## src/rtl/mem_wb_stage.sv

```systemverilog
// MEM/WB pipeline stage: valid/ready handshake, flush, writeback-source mux and EX forwarding tap.
// Define MEM_WB_SKID_EN to add a 2-entry skid buffer with in_ready driven from a flop.
module mem_wb_stage #(
    parameter int XLEN  = 32,
    parameter int RD_W  = 5,
    parameter int CNT_W = 16
) (
    input  logic             clk,
    input  logic             reset,
    input  logic             flush,
    input  logic             in_valid,
    output logic             in_ready,
    input  logic [RD_W-1:0]  in_rd,
    input  logic             in_reg_write,
    input  logic [1:0]       in_wb_sel,
    input  logic [XLEN-1:0]  in_mem_data,
    input  logic [XLEN-1:0]  in_alu_out,
    input  logic [XLEN-1:0]  in_pc_inc,
    output logic             out_valid,
    input  logic             out_ready,
    output logic [RD_W-1:0]  out_rd,
    output logic             out_reg_write,
    output logic [XLEN-1:0]  out_wb_data,
    output logic             fwd_en,
    output logic [RD_W-1:0]  fwd_rd,
    output logic [XLEN-1:0]  fwd_data,
    output logic [CNT_W-1:0] stall_cnt
);

    typedef struct packed {
        logic [RD_W-1:0] rd;
        logic            reg_write;
        logic [1:0]      wb_sel;
        logic [XLEN-1:0] mem_data;
        logic [XLEN-1:0] alu_out;
        logic [XLEN-1:0] pc_inc;
    } entry_t;

    entry_t in_entry;
    entry_t main_q;
    logic   main_valid;
    logic   take_in;
    logic   take_out;

    assign in_entry = '{rd: in_rd, reg_write: in_reg_write, wb_sel: in_wb_sel,
                        mem_data: in_mem_data, alu_out: in_alu_out, pc_inc: in_pc_inc};
    assign take_in  = in_valid && in_ready;
    assign take_out = main_valid && out_ready;

`ifdef MEM_WB_SKID_EN
    entry_t skid_q;
    logic   skid_valid;
    logic   in_ready_q;
    logic   load_main_from_skid;
    logic   load_main_from_in;
    logic   load_skid;

    // take_in implies the skid is empty, so a new beat can never overtake a skid entry
    always_comb begin
        load_main_from_skid = skid_valid && take_out;
        load_main_from_in   = take_in && (!main_valid || take_out);
        load_skid           = take_in && main_valid && !take_out;
    end

    assign in_ready = in_ready_q;

    always_ff @(posedge clk or negedge reset) begin
        if (!reset) begin
            main_valid <= 1'b0;
            skid_valid <= 1'b0;
            in_ready_q <= 1'b1;
        end else if (flush) begin
            main_valid <= 1'b0;
            skid_valid <= 1'b0;
            in_ready_q <= 1'b1;
        end else begin
            if (load_main_from_skid || load_main_from_in)
                main_valid <= 1'b1;
            else if (take_out)
                main_valid <= 1'b0;
            if (load_skid)
                skid_valid <= 1'b1;
            else if (load_main_from_skid)
                skid_valid <= 1'b0;
            in_ready_q <= !(load_skid || (skid_valid && !load_main_from_skid));
        end
    end

    always_ff @(posedge clk or negedge reset) begin
        if (!reset) begin
            main_q <= '0;
            skid_q <= '0;
        end else if (!flush) begin
            if (load_main_from_skid)
                main_q <= skid_q;
            else if (load_main_from_in)
                main_q <= in_entry;
            if (load_skid)
                skid_q <= in_entry;
        end
    end
`else
    assign in_ready = !main_valid || out_ready;

    always_ff @(posedge clk or negedge reset) begin
        if (!reset)
            main_valid <= 1'b0;
        else if (flush)
            main_valid <= 1'b0;
        else if (take_in)
            main_valid <= 1'b1;
        else if (take_out)
            main_valid <= 1'b0;
    end

    always_ff @(posedge clk or negedge reset) begin
        if (!reset)
            main_q <= '0;
        else if (!flush && take_in)
            main_q <= in_entry;
    end
`endif

    always_comb begin
        out_wb_data = '0;
        case (main_q.wb_sel)
            2'b00:   out_wb_data = main_q.alu_out;
            2'b01:   out_wb_data = main_q.mem_data;
            2'b10:   out_wb_data = main_q.pc_inc;
            default: out_wb_data = '0;
        endcase
    end

    // x0 is never forwarded even though the write itself still reaches WB
    assign out_valid     = main_valid;
    assign out_rd        = main_q.rd;
    assign out_reg_write = main_q.reg_write && main_valid;
    assign fwd_en        = out_reg_write && (out_rd != '0);
    assign fwd_rd        = out_rd;
    assign fwd_data      = out_wb_data;

    always_ff @(posedge clk or negedge reset) begin
        if (!reset)
            stall_cnt <= '0;
        else if (main_valid && !out_ready && (stall_cnt != '1))
            stall_cnt <= stall_cnt + CNT_W'(1);
    end

endmodule

```

## config.mk

```make
export PLATFORM = sky130hd
export DESIGN_NAME = mem_wb_stage
export DESIGN_NICKNAME = d
export VERILOG_FILES = /design/src/rtl/mem_wb_stage.sv
export SDC_FILE = /design/constraint.sdc
export NUM_CORES = 1
export LEC_CHECK = 0
export BUFFER_PORTS_ARGS = -buffer_cell sky130_fd_sc_hd__buf_2
export CAP_MARGIN = 20
export CORE_MARGIN = 2
export CORE_UTILIZATION = 35
export DETAILED_ROUTE_END_ITERATION = 10
export MAX_ROUTING_LAYER = met4
export PLACE_DENSITY = 0.59
export SYNTH_ARGS = -nofsm -noshare
export SYNTH_HDL_FRONTEND = slang
export SYNTH_SLANG_ARGS = --single-unit
```

## constraint.sdc

```tcl
create_clock -name clk -period 1.9 [get_ports clk]
set_input_delay 0.475 -clock clk [delete_from_list [all_inputs] [get_ports clk]]
set_output_delay 0.475 -clock clk [all_outputs]
set_load 0.02 [all_outputs]
```

* Word-level counts from Yosys, hierarchy flattened *
Cells that the tools add are included.

cells by class
  add/subtract/negate cells = 1
  equality and inequality tests = 3
  mux-type cells = 4
  reductions and logical operators = 14

operators with widths
  operator               number
  $pmux 32 s3            1
  $add 16x1->16 const B  1
  $ne 16x16->1 const B   1
  $logic_and 1x1->1      7
  $reduce_bool 5->1      1
  $logic_not 1->1        3
  $mux 1                 3
  $reduce_bool 3->1      1
  $eq 2x1->1 const B     1
  $eq 2x2->1 const B     1
  $logic_not 2->1        1
  $logic_or 1x1->1       1

word-level totals
  register bits = 121
  output and inout port bits = 94

* Longest topological paths before layout *
Gate-level depths: netlist (run 1).

  depth after elaboration = 5
  gate-level depth with buffers = 7
  depth with buffers taken out = 5

* Worst setup path before layout (run 1) *
No wires, ideal clock.

  path type = reg2out
  from = reg main_q[97] (netlist bit)
  to = out out_wb_data[0]
  data arrival time = 1746 ps
  data required time = 1425 ps
  setup slack = -321 ps
  cell stages (with the launch flop) = 6
  cell sequence = dfrtp_1 > clkbuf_1 > buf_2 > mux2i_1 > o21ai_0 > buf_4

between the ends
  cells in the longest elaborated chain, start to end = 2
  elaborated cells on any way between the ends = 4

ends and longest elaborated chain
  item                                RTL line  text
  from (decl)                         40        entry_t main_q;
  from (signal assigned)              120       main_q <= in_entry;
  $eq 2x2->1 (tied with other cells)  126       case (main_q.wb_sel)
  $pmux 32 s3 *                       126
  to (decl)                           23        output logic [XLEN-1:0] out_wb_data,

Mark *: on every way between the ends. The rest lies on a longest branch, timed or not.

* Worst setup path after layout (run 1) *
  from = reg main_q[97] (netlist bit)
  to = out fwd_data[30]

between the ends
  cells in the longest elaborated chain, start to end = 2
  elaborated cells on any way between the ends = 4

ends and longest elaborated chain
  item                                RTL line  text
  $eq 2x2->1 (tied with other cells)  126
  $pmux 32 s3 *                       126
  to (decl)                           26        output logic [XLEN-1:0] fwd_data,

Marks and branches as above.

==> flow_metrics.py, run 1 <==
metrics = {
    "sta": {
        "worst_slew_margin_rel": 0.723,
        "grt_setup_unrepaired": "true",
        "measured_slew_at_the_worst_slew_check_pin_ns": 0.416,
        "finalWorstSetupSlack_ns": -0.224,
        "number_of_setup_violations_in_the_final_report": 65,
        "timing.fmax_mhz": 471,
        "finalHoldViolations": 0,
        "final_max_slew_viol_count": 0,
        "min_period_over_period": 1.12,
        "skew_ns": 0.00713,
        "layout_min_cycle_time_ns": 2.12,
    },
    "global_routing": {
        "antenna_found_initial": 1,
        "number_of_global_route_vias_before_repair": 4464,
        "grt.met2_usage": 0.285,
        "groute.usage.overall": 0.174,
        "wire_length_of_the_first_global_routing_pass_microns": 22900,
        "gr-usage-met1": 0.206,
        "grt_max_degree": 71,
        "global_route.usage.met3": 0.0471,
        "grt_remaining_overflow": 0,
        "top_usage_layer": "met2",
    },
    "worst_setup_path": {
        "worstSetupPathType": "reg2out",
        "setup.worst_path.start_class": "flip-flop",
        "timing.reg2reg.setup_slack_ns": 0.14,
        "timing.critical_path.arrival_ns": 1.65,
        "cp-end-kind": "output pin",
        "reg2regPathDepth": 5,
        "highest_fanout_seen_on_the_critical_path": 9,
        "cp_data_required_time_ns": 1.42,
        "startpoint_of_the_worst_register_to_register_path": "stall_cnt[1]$_DFFE_PN0P_",
        "r2r_end": "stall_cnt[14]$_DFFE_PN0P_",
    },
    "layout": {
        "layout.filler_cells": 1384,
        "finalNetCount": 746,
        "multi_input_gate_area_in_the_final_layout_sq_mm": 0.00259,
        "seqCellArea_sq_mm": 0.00303,
        "post_route_cells_drive_above_1_share": 0.689,
        "area_growth_pct": 44.9,
    },
    "yosys": {
        "synthesis.yosys.warnings": 0,
        "synthFlopType": "dfrtp_1",
        "postSynthRegisterBits": 121,
        "count_of_different_cell_masters_after_synthesis": 33,
        "synth_nets": 557,
        "synth_edf_count": 0,
        "synthCells": 447,
        "syn-mean-instance-area_sq_um": 12.8,
        "synth_sequential_area_ratio": 0.531,
        "post_synth_instance_area_sq_mm": 0.00571,
        "async_sr_flop_fraction": 1.00,
    },
    "clocking": {
        "cts_sink_count": 121,
        "clock_tree_from_tritoncts": "yes",
        "clkTransAtPathRegs_ns": 0.05,
        "cts_inserted_buffers": 17,
        "cts_max_level": 4,
        "maximum_count_of_clock_buffers_along_a_single_path": 2,
        "clock_insertion_delay_worst_skew_ns": 0.41,
        "cts.root.buffer_cell": "clkbuf_16",
    },
    "route": {
        "drt-wirelength-per-cell_microns": 16.8,
        "routed_wl_microns": 14500,
        "route.detailed.vias_per_inst": 4.73,
        "post-route-drc-count": 0,
        "vias": 4099,
        "drt_pass1_iterations": 4,
        "first_iter_violations": 90,
        "antenna_violating_nets_post_route": 0,
    },
    "power": {
        "power_per_cell_area_mw_per_mm2": 1200,
        "report.power.total_w": 0.00991,
        "power.leakage_nw": 3.84,
        "ir_drop_worst_case_vdd_mv": 0.594,
    },
    "floorplanning": {
        "die-width_microns": 132,
        "num_rows": 46,
        "starting_utilization_of_the_core_area": 0.359,
        "io_pins": 203,
        "design.core.area_sq_mm": 0.0159,
        "die-height_microns": 132,
        "die_area_sq_mm": 0.0173,
    },
    "placement": {
        "io_buffer_count": 202,
        "place_ws_ns": 0.0661,
        "routabilityCongestion": 0.801,
        "detailed_place_hpwl_microns": 9640,
    },
    "status": {
        "failing_checks": "setup timing",
        "status": "finished, violations left",
    },
    "min_path": {
        "hold_path.class": "in2reg",
        "timing.hold.worst.start": "flush",
        "hold_end": "out_valid$_DFFE_PN0P_",
        "timing.hold.worst_path_depth": 2,
    },
    "flow_run": {
        "maxCapViolCount": 0,
    },
}
-- cells in the final DEF, fill, tap and decap left out, drive strengths merged --
| cell | n |
|---|---|
| buf | 231 |
| dfrtp | 121 |
| mux2 | 105 |
| nand2 | 38 |
| o21ai | 36 |
| mux2i | 32 |
| clkbuf | 27 |
| xor2 | 10 |
| nand4 | 6 |
| nor3 | 5 |
| xnor2 | 4 |
| nor2 | 4 |
| nand3 | 3 |
| clkinv | 3 |
| nor4 | 3 |
| diode | 2 |
| nor2b | 2 |
| and3 | 2 |
| bufinv | 2 |
| clkinvlp | 2 |
| and2 | 1 |
| or4 | 1 |
| o21a | 1 |
| inv | 1 |
| nor3b | 1 |
| and4 | 1 |
| nand3b | 1 |
| a2111oi | 1 |
| nor4b | 1 |
| or3 | 1 |
| o2111ai | 1 |
| ha | 1 |
| dlygate4sd3 | 1 |
-- layer usage --
layer / routed length [microns] / vias up
li1: - / 1917
met3: 672 / 16
met1: 6380 / 2033
met5: 0 / -
met2: 7280 / 133
met4: 204 / 0
-- where the power goes --
group	internal, W	total [W]	switching, W
Sequential	0.00301	0.00332	0.000309
Combinational	0.00172	0.00344	0.00171
Clock	0.00206	0.00316	0.00109
Total	0.00680	0.00991	0.00311
-- repair_timing --
action / CTS / global route
hold endpoints to repair: 18 / 0
setup endpoints to repair: 65 / 66
setup buffers: 6 / 3
gates resized for setup: 96 / 89
hold buffers: 1 / 0
pin swaps: 0 / 1
cloned: 1 / 3
-- per-stage QoR --
step | hold WS [ns] | setup TNS [ns] | cells | instance area, sq um | util
finish | 0.288 | -13.02 | 867 | 8270 | 0.521
detailed placement | 0.389 | 0 | 821 | 6900 | 0.434
global placement | 0.378 | 0 | 821 | 6900 | 0.434
floorplan | 0.179 | -0.0289 | 447 | 5820 | -
CTS | 0.262 | -13.81 | 861 | 7860 | 0.495
global route | 0.276 | -17.66 | 866 | 8270 | 0.520
-- synth_stat cells, drive strengths merged, types with 2 or more instances --
| cell | instances | area, sq um |
|---|---|---|
| and3 | 2 | 12.5 |
| buf | 56 | 400 |
| clkbuf | 8 | 30.0 |
| dfrtp | 121 | 3030 |
| mux2 | 105 | 1180 |
| mux2i | 32 | 320 |
| nand2 | 38 | 143 |
| nand3 | 3 | 15.0 |
| nand4 | 6 | 56.3 |
| nor2 | 4 | 15.0 |
| nor2b | 2 | 15.0 |
| nor3 | 5 | 25.0 |
| nor4 | 3 | 31.3 |
| o21ai | 36 | 184 |
| xnor2 | 4 | 35.0 |
| xor2 | 10 | 87.6 |
-- registers in the layout (all words and copies together), names as in the netlist --
register,cells
main_q,99
fwd_rd,5
out_valid,1
stall_cnt,16
-- cells by family (layout without fill, tap and decap cells) --
group / count (synthesis) / in the layout / synth area share
AND/OR/NAND/NOR: 70 / 70 / 0.0684
other: 0 / 2 / 0
flip-flops: 121 / 121 / 0.531
multiplexers: 137 / 137 / 0.263
adder cells (fa/ha/maj): 1 / 1 / 0.00219
AO/OA/AOI/OAI: 39 / 39 / 0.0377
buffers and inverters: 65 / 267 / 0.0761
XOR/XNOR: 14 / 14 / 0.0215
-- cell type report --
| class | instances | share of cell area |
|---|---|---|
| sequential | 121 | 0.366 |
| multi-input combinational | 261 | 0.314 |
| timing repair buffer | 234 | 0.215 |
| clock buffer | 25 | 0.0599 |
| tap | 216 | 0.0327 |
| clock inverter | 7 | 0.0109 |
| antenna | 2 | 0.000605 |
| inverter | 1 | 0.000454 |
-- worst max path at each step --
stage | startpoint | endpoint
detailed placement | out_ready | main_q[71]$_DFFE_PN0P_
CTS | main_q[97]$_DFFE_PN0P_ | out_wb_data[20]
global placement | out_ready | main_q[87]$_DFFE_PN0P_
floorplan | main_q[97]$_DFFE_PN0P_ | out_wb_data[20]
finish | main_q[97]$_DFFE_PN0P_ | fwd_data[30]
global route | main_q[97]$_DFFE_PN0P_ | fwd_data[23]
-- critical path, cell delays in order (launching register included) --
cell and delay, ns:
dfrtp_2 0.48, buf_6 0.22, mux2i_2 0.31, o21ai_4 0.09, buf_6 0.14
No activity file was read; power rests on OpenSTA's default activity.
==> run 2: changes to the inputs <==
--- a/config.mk
+++ b/config.mk
@@ -12,6 +12,7 @@
 export DETAILED_ROUTE_END_ITERATION = 10
 export MAX_ROUTING_LAYER = met4
 export PLACE_DENSITY = 0.59
+export REMOVE_ABC_BUFFERS = 1
 export SYNTH_ARGS = -nofsm -noshare
 export SYNTH_HDL_FRONTEND = slang
 export SYNTH_SLANG_ARGS = --single-unit
==> run 2 against run 1 <==
Compared with the run above:
- the flow still finishes with violations (setup timing)
- clock skew rose by 0.00067 ns
- combinational power fell by 4%
- highest routed layer unchanged
- first-iteration DRC count rose by 50%
- hold slack got worse by 0.017 ns
- core utilization rose by 0.17 points
- maximum frequency fell by 0.23%
- critical path depth rose by 2
- design area rose by 0.33%
- largest power group is now the clock network
- wire length fell by 1.1%
- non-clock buffer count fell by 2
- clock-buffer cell count fell by 7
- largest cell class unchanged
- via count rose by 0.76%
==> flow_metrics.py, run 2 (synthesized netlist as in run 1, its figures left out) <==
metrics = {
    "layout": {
        "most_frequent_cells_in_the_layout": "buf_2, dfrtp_1, mux2_2, buf_6, buf_4",
        "finalNetCount": 744,
        "largest_register_ff_count": 99,
        "area_growth_pct": 45.4,
        "seqCellArea_sq_mm": 0.00303,
        "multi_input_gate_area_in_the_final_layout_sq_mm": 0.00260,
        "layout.cells.most_common": "buf_2",
        "max_flop_register": "main_q",
        "final_util": 0.522,
        "layout.filler_cells": 1400,
        "post_route_cells_drive_above_1_share": 0.679,
    },
    "route": {
        "drt-wirelength-per-cell_microns": 16.6,
        "first_iter_violations": 135,
        "route.detailed.vias_per_inst": 4.77,
        "antenna_violating_nets_post_route": 0,
        "routed_wl_microns": 14400,
        "post-route-drc-count": 0,
        "drt_pass1_iterations": 4,
        "vias": 4130,
    },
    "power": {
        "report.power.total_w": 0.0102,
        "power_per_cell_area_mw_per_mm2": 1220,
        "power.leakage_nw": 3.85,
        "ir_drop_worst_case_vdd_mv": 0.658,
    },
    "min_path": {
        "timing.hold.worst_path_depth": 2,
        "hold_end": "out_valid$_DFFE_PN0P_",
        "timing.hold.worst.start": "flush",
        "hold_path.class": "in2reg",
    },
    "worst_setup_path": {
        "startpoint_of_the_worst_register_to_register_path": "stall_cnt[3]$_DFFE_PN0P_",
        "highest_fanout_seen_on_the_critical_path": 7,
        "setup.worst_path.start_class": "flip-flop",
        "worstSetupPathType": "reg2out",
        "cp-end-kind": "output pin",
        "cp_data_required_time_ns": 1.42,
        "r2r_end": "stall_cnt[1]$_DFFE_PN0P_",
        "timing.reg2reg.setup_slack_ns": 0.12,
        "reg2regPathDepth": 4,
        "timing.critical_path.arrival_ns": 1.65,
    },
    "global_routing": {
        "grt_remaining_overflow": 0,
        "groute.usage.overall": 0.170,
        "grt_max_degree": 64,
        "wire_length_of_the_first_global_routing_pass_microns": 22600,
        "number_of_global_route_vias_before_repair": 4410,
        "antenna_found_initial": 2,
    },
    "sta": {
        "number_of_setup_violations_in_the_final_report": 65,
        "min_period_over_period": 1.12,
        "finalHoldViolations": 0,
        "timing.fmax_mhz": 470,
        "skew_ns": 0.00780,
        "finalWorstSetupSlack_ns": -0.229,
        "final_max_slew_viol_count": 0,
        "layout_min_cycle_time_ns": 2.13,
        "worst_slew_margin_rel": 0.660,
        "grt_setup_unrepaired": "true",
        "measured_slew_at_the_worst_slew_check_pin_ns": 0.510,
    },
    "status": {
        "failing_checks": "setup timing",
        "status": "finished, violations left",
    },
    "floorplanning": {
        "die-width_microns": 132,
        "die-height_microns": 132,
        "design.core.area_sq_mm": 0.0159,
        "starting_utilization_of_the_core_area": 0.359,
        "io_pins": 203,
        "num_rows": 46,
        "die_area_sq_mm": 0.0173,
    },
    "clocking": {
        "clock_insertion_delay_worst_skew_ns": 0.41,
        "clkTransAtPathRegs_ns": 0.06,
        "maximum_count_of_clock_buffers_along_a_single_path": 2,
        "cts_inserted_buffers": 17,
        "cts_max_level": 4,
        "clock_tree_from_tritoncts": "yes",
        "cts.root.buffer_cell": "clkbuf_16",
        "cts_sink_count": 121,
    },
    "placement": {
        "routabilityCongestion": 0.835,
        "detailed_place_hpwl_microns": 9590,
        "io_buffer_count": 202,
    },
    "flow_run": {
        "maxCapViolCount": 0,
    },
}
## run 2: cell types whose count changed in the layout (fill, tap and decap cells not counted), moves of 4 or more
cell      change
buf_4        +13
buf_6        -16
clkbuf_8      -4
nand2_1       +9
nand2_2      -10
## run 2: final cells by class
| type | instances | area share |
|---|---|---|
| Inverter | 1 | 0.000452 |
| Timing Repair Buffer | 232 | 0.209 |
| Tap cell | 216 | 0.0326 |
| Clock inverter | 14 | 0.0265 |
| Sequential cell | 121 | 0.365 |
| Antenna cell | 2 | 0.000603 |
| Clock buffer | 18 | 0.0517 |
| Multi-Input combinational cell | 261 | 0.314 |
## run 2: metrics by stage
stage / hold slack, ns / instances / setup WS [ns] / setup TNS (ns) / area, sq um
6_report: 0.271 / 865 / -0.229 / -12.89 / 8300
5_1_grt: 0.263 / 865 / -0.303 / -17.54 / 8300
4_1_cts: 0.246 / 862 / -0.335 / -16.77 / 7850
3_5_place_dp: 0.432 / 823 / 0.0634 / 0 / 6840
3_3_place_gp: 0.425 / 823 / 0.0921 / 0 / 6840
2_1_floorplan: 0.179 / 383 / -3.46 / -443.10 / 5280
## run 2: power breakdown
group / internal (W) / switching (W) / total (W)
Clock: 0.00233 / 0.00119 / 0.00352
Combinational: 0.00164 / 0.00166 / 0.00330
Sequential: 0.00301 / 0.000325 / 0.00334
Total: 0.00698 / 0.00318 / 0.0102
## run 2: worst max-delay path, stage by stage (launching register included)
cell and delay (ns):
dfrtp_2 0.47, nor2b_4 0.15, buf_12 0.14, clkbuf_16 0.17, nand2_1 0.07, o21ai_2 0.07
buf_4 0.17
## run 2: timing repair
action | CTS | global route
hold buffers | 1 | 0
setup buffers | 5 | 2
gates cloned | 1 | 2
resized for setup | 122 | 103
setup endpoints to repair | 66 | 66
pin swaps | 1 | 2
hold endpoints to repair | 25 | 0
## run 2: how the worst max path moves through the flow
stage,startpoint,to,slack (ns),cells past startpoint
global placement,main_q[97]$_DFFE_PN0P_,fwd_data[22],0.09,4
finish,main_q[97]$_DFFE_PN0P_,out_wb_data[19],-0.23,6
floorplan,out_valid$_DFFE_PN0P_,fwd_rd[0]$_DFFE_PN0P_,-3.46,3
CTS,main_q[97]$_DFFE_PN0P_,fwd_data[11],-0.33,6
detailed placement,main_q[97]$_DFFE_PN0P_,out_wb_data[0],0.06,5
global route,main_q[97]$_DFFE_PN0P_,fwd_data[26],-0.30,6
## run 2: layer usage
| layer | up-vias | track usage | wire [microns] |
|---|---|---|---|
| met3 | 18 | 0.0583 | 996 |
| met2 | 154 | 0.280 | 7070 |
| met4 | 0 | 0.0429 | 138 |
| li1 | 1916 | - | - |
| met5 | - | - | 0 |
| met1 | 2042 | 0.199 | 6170 |
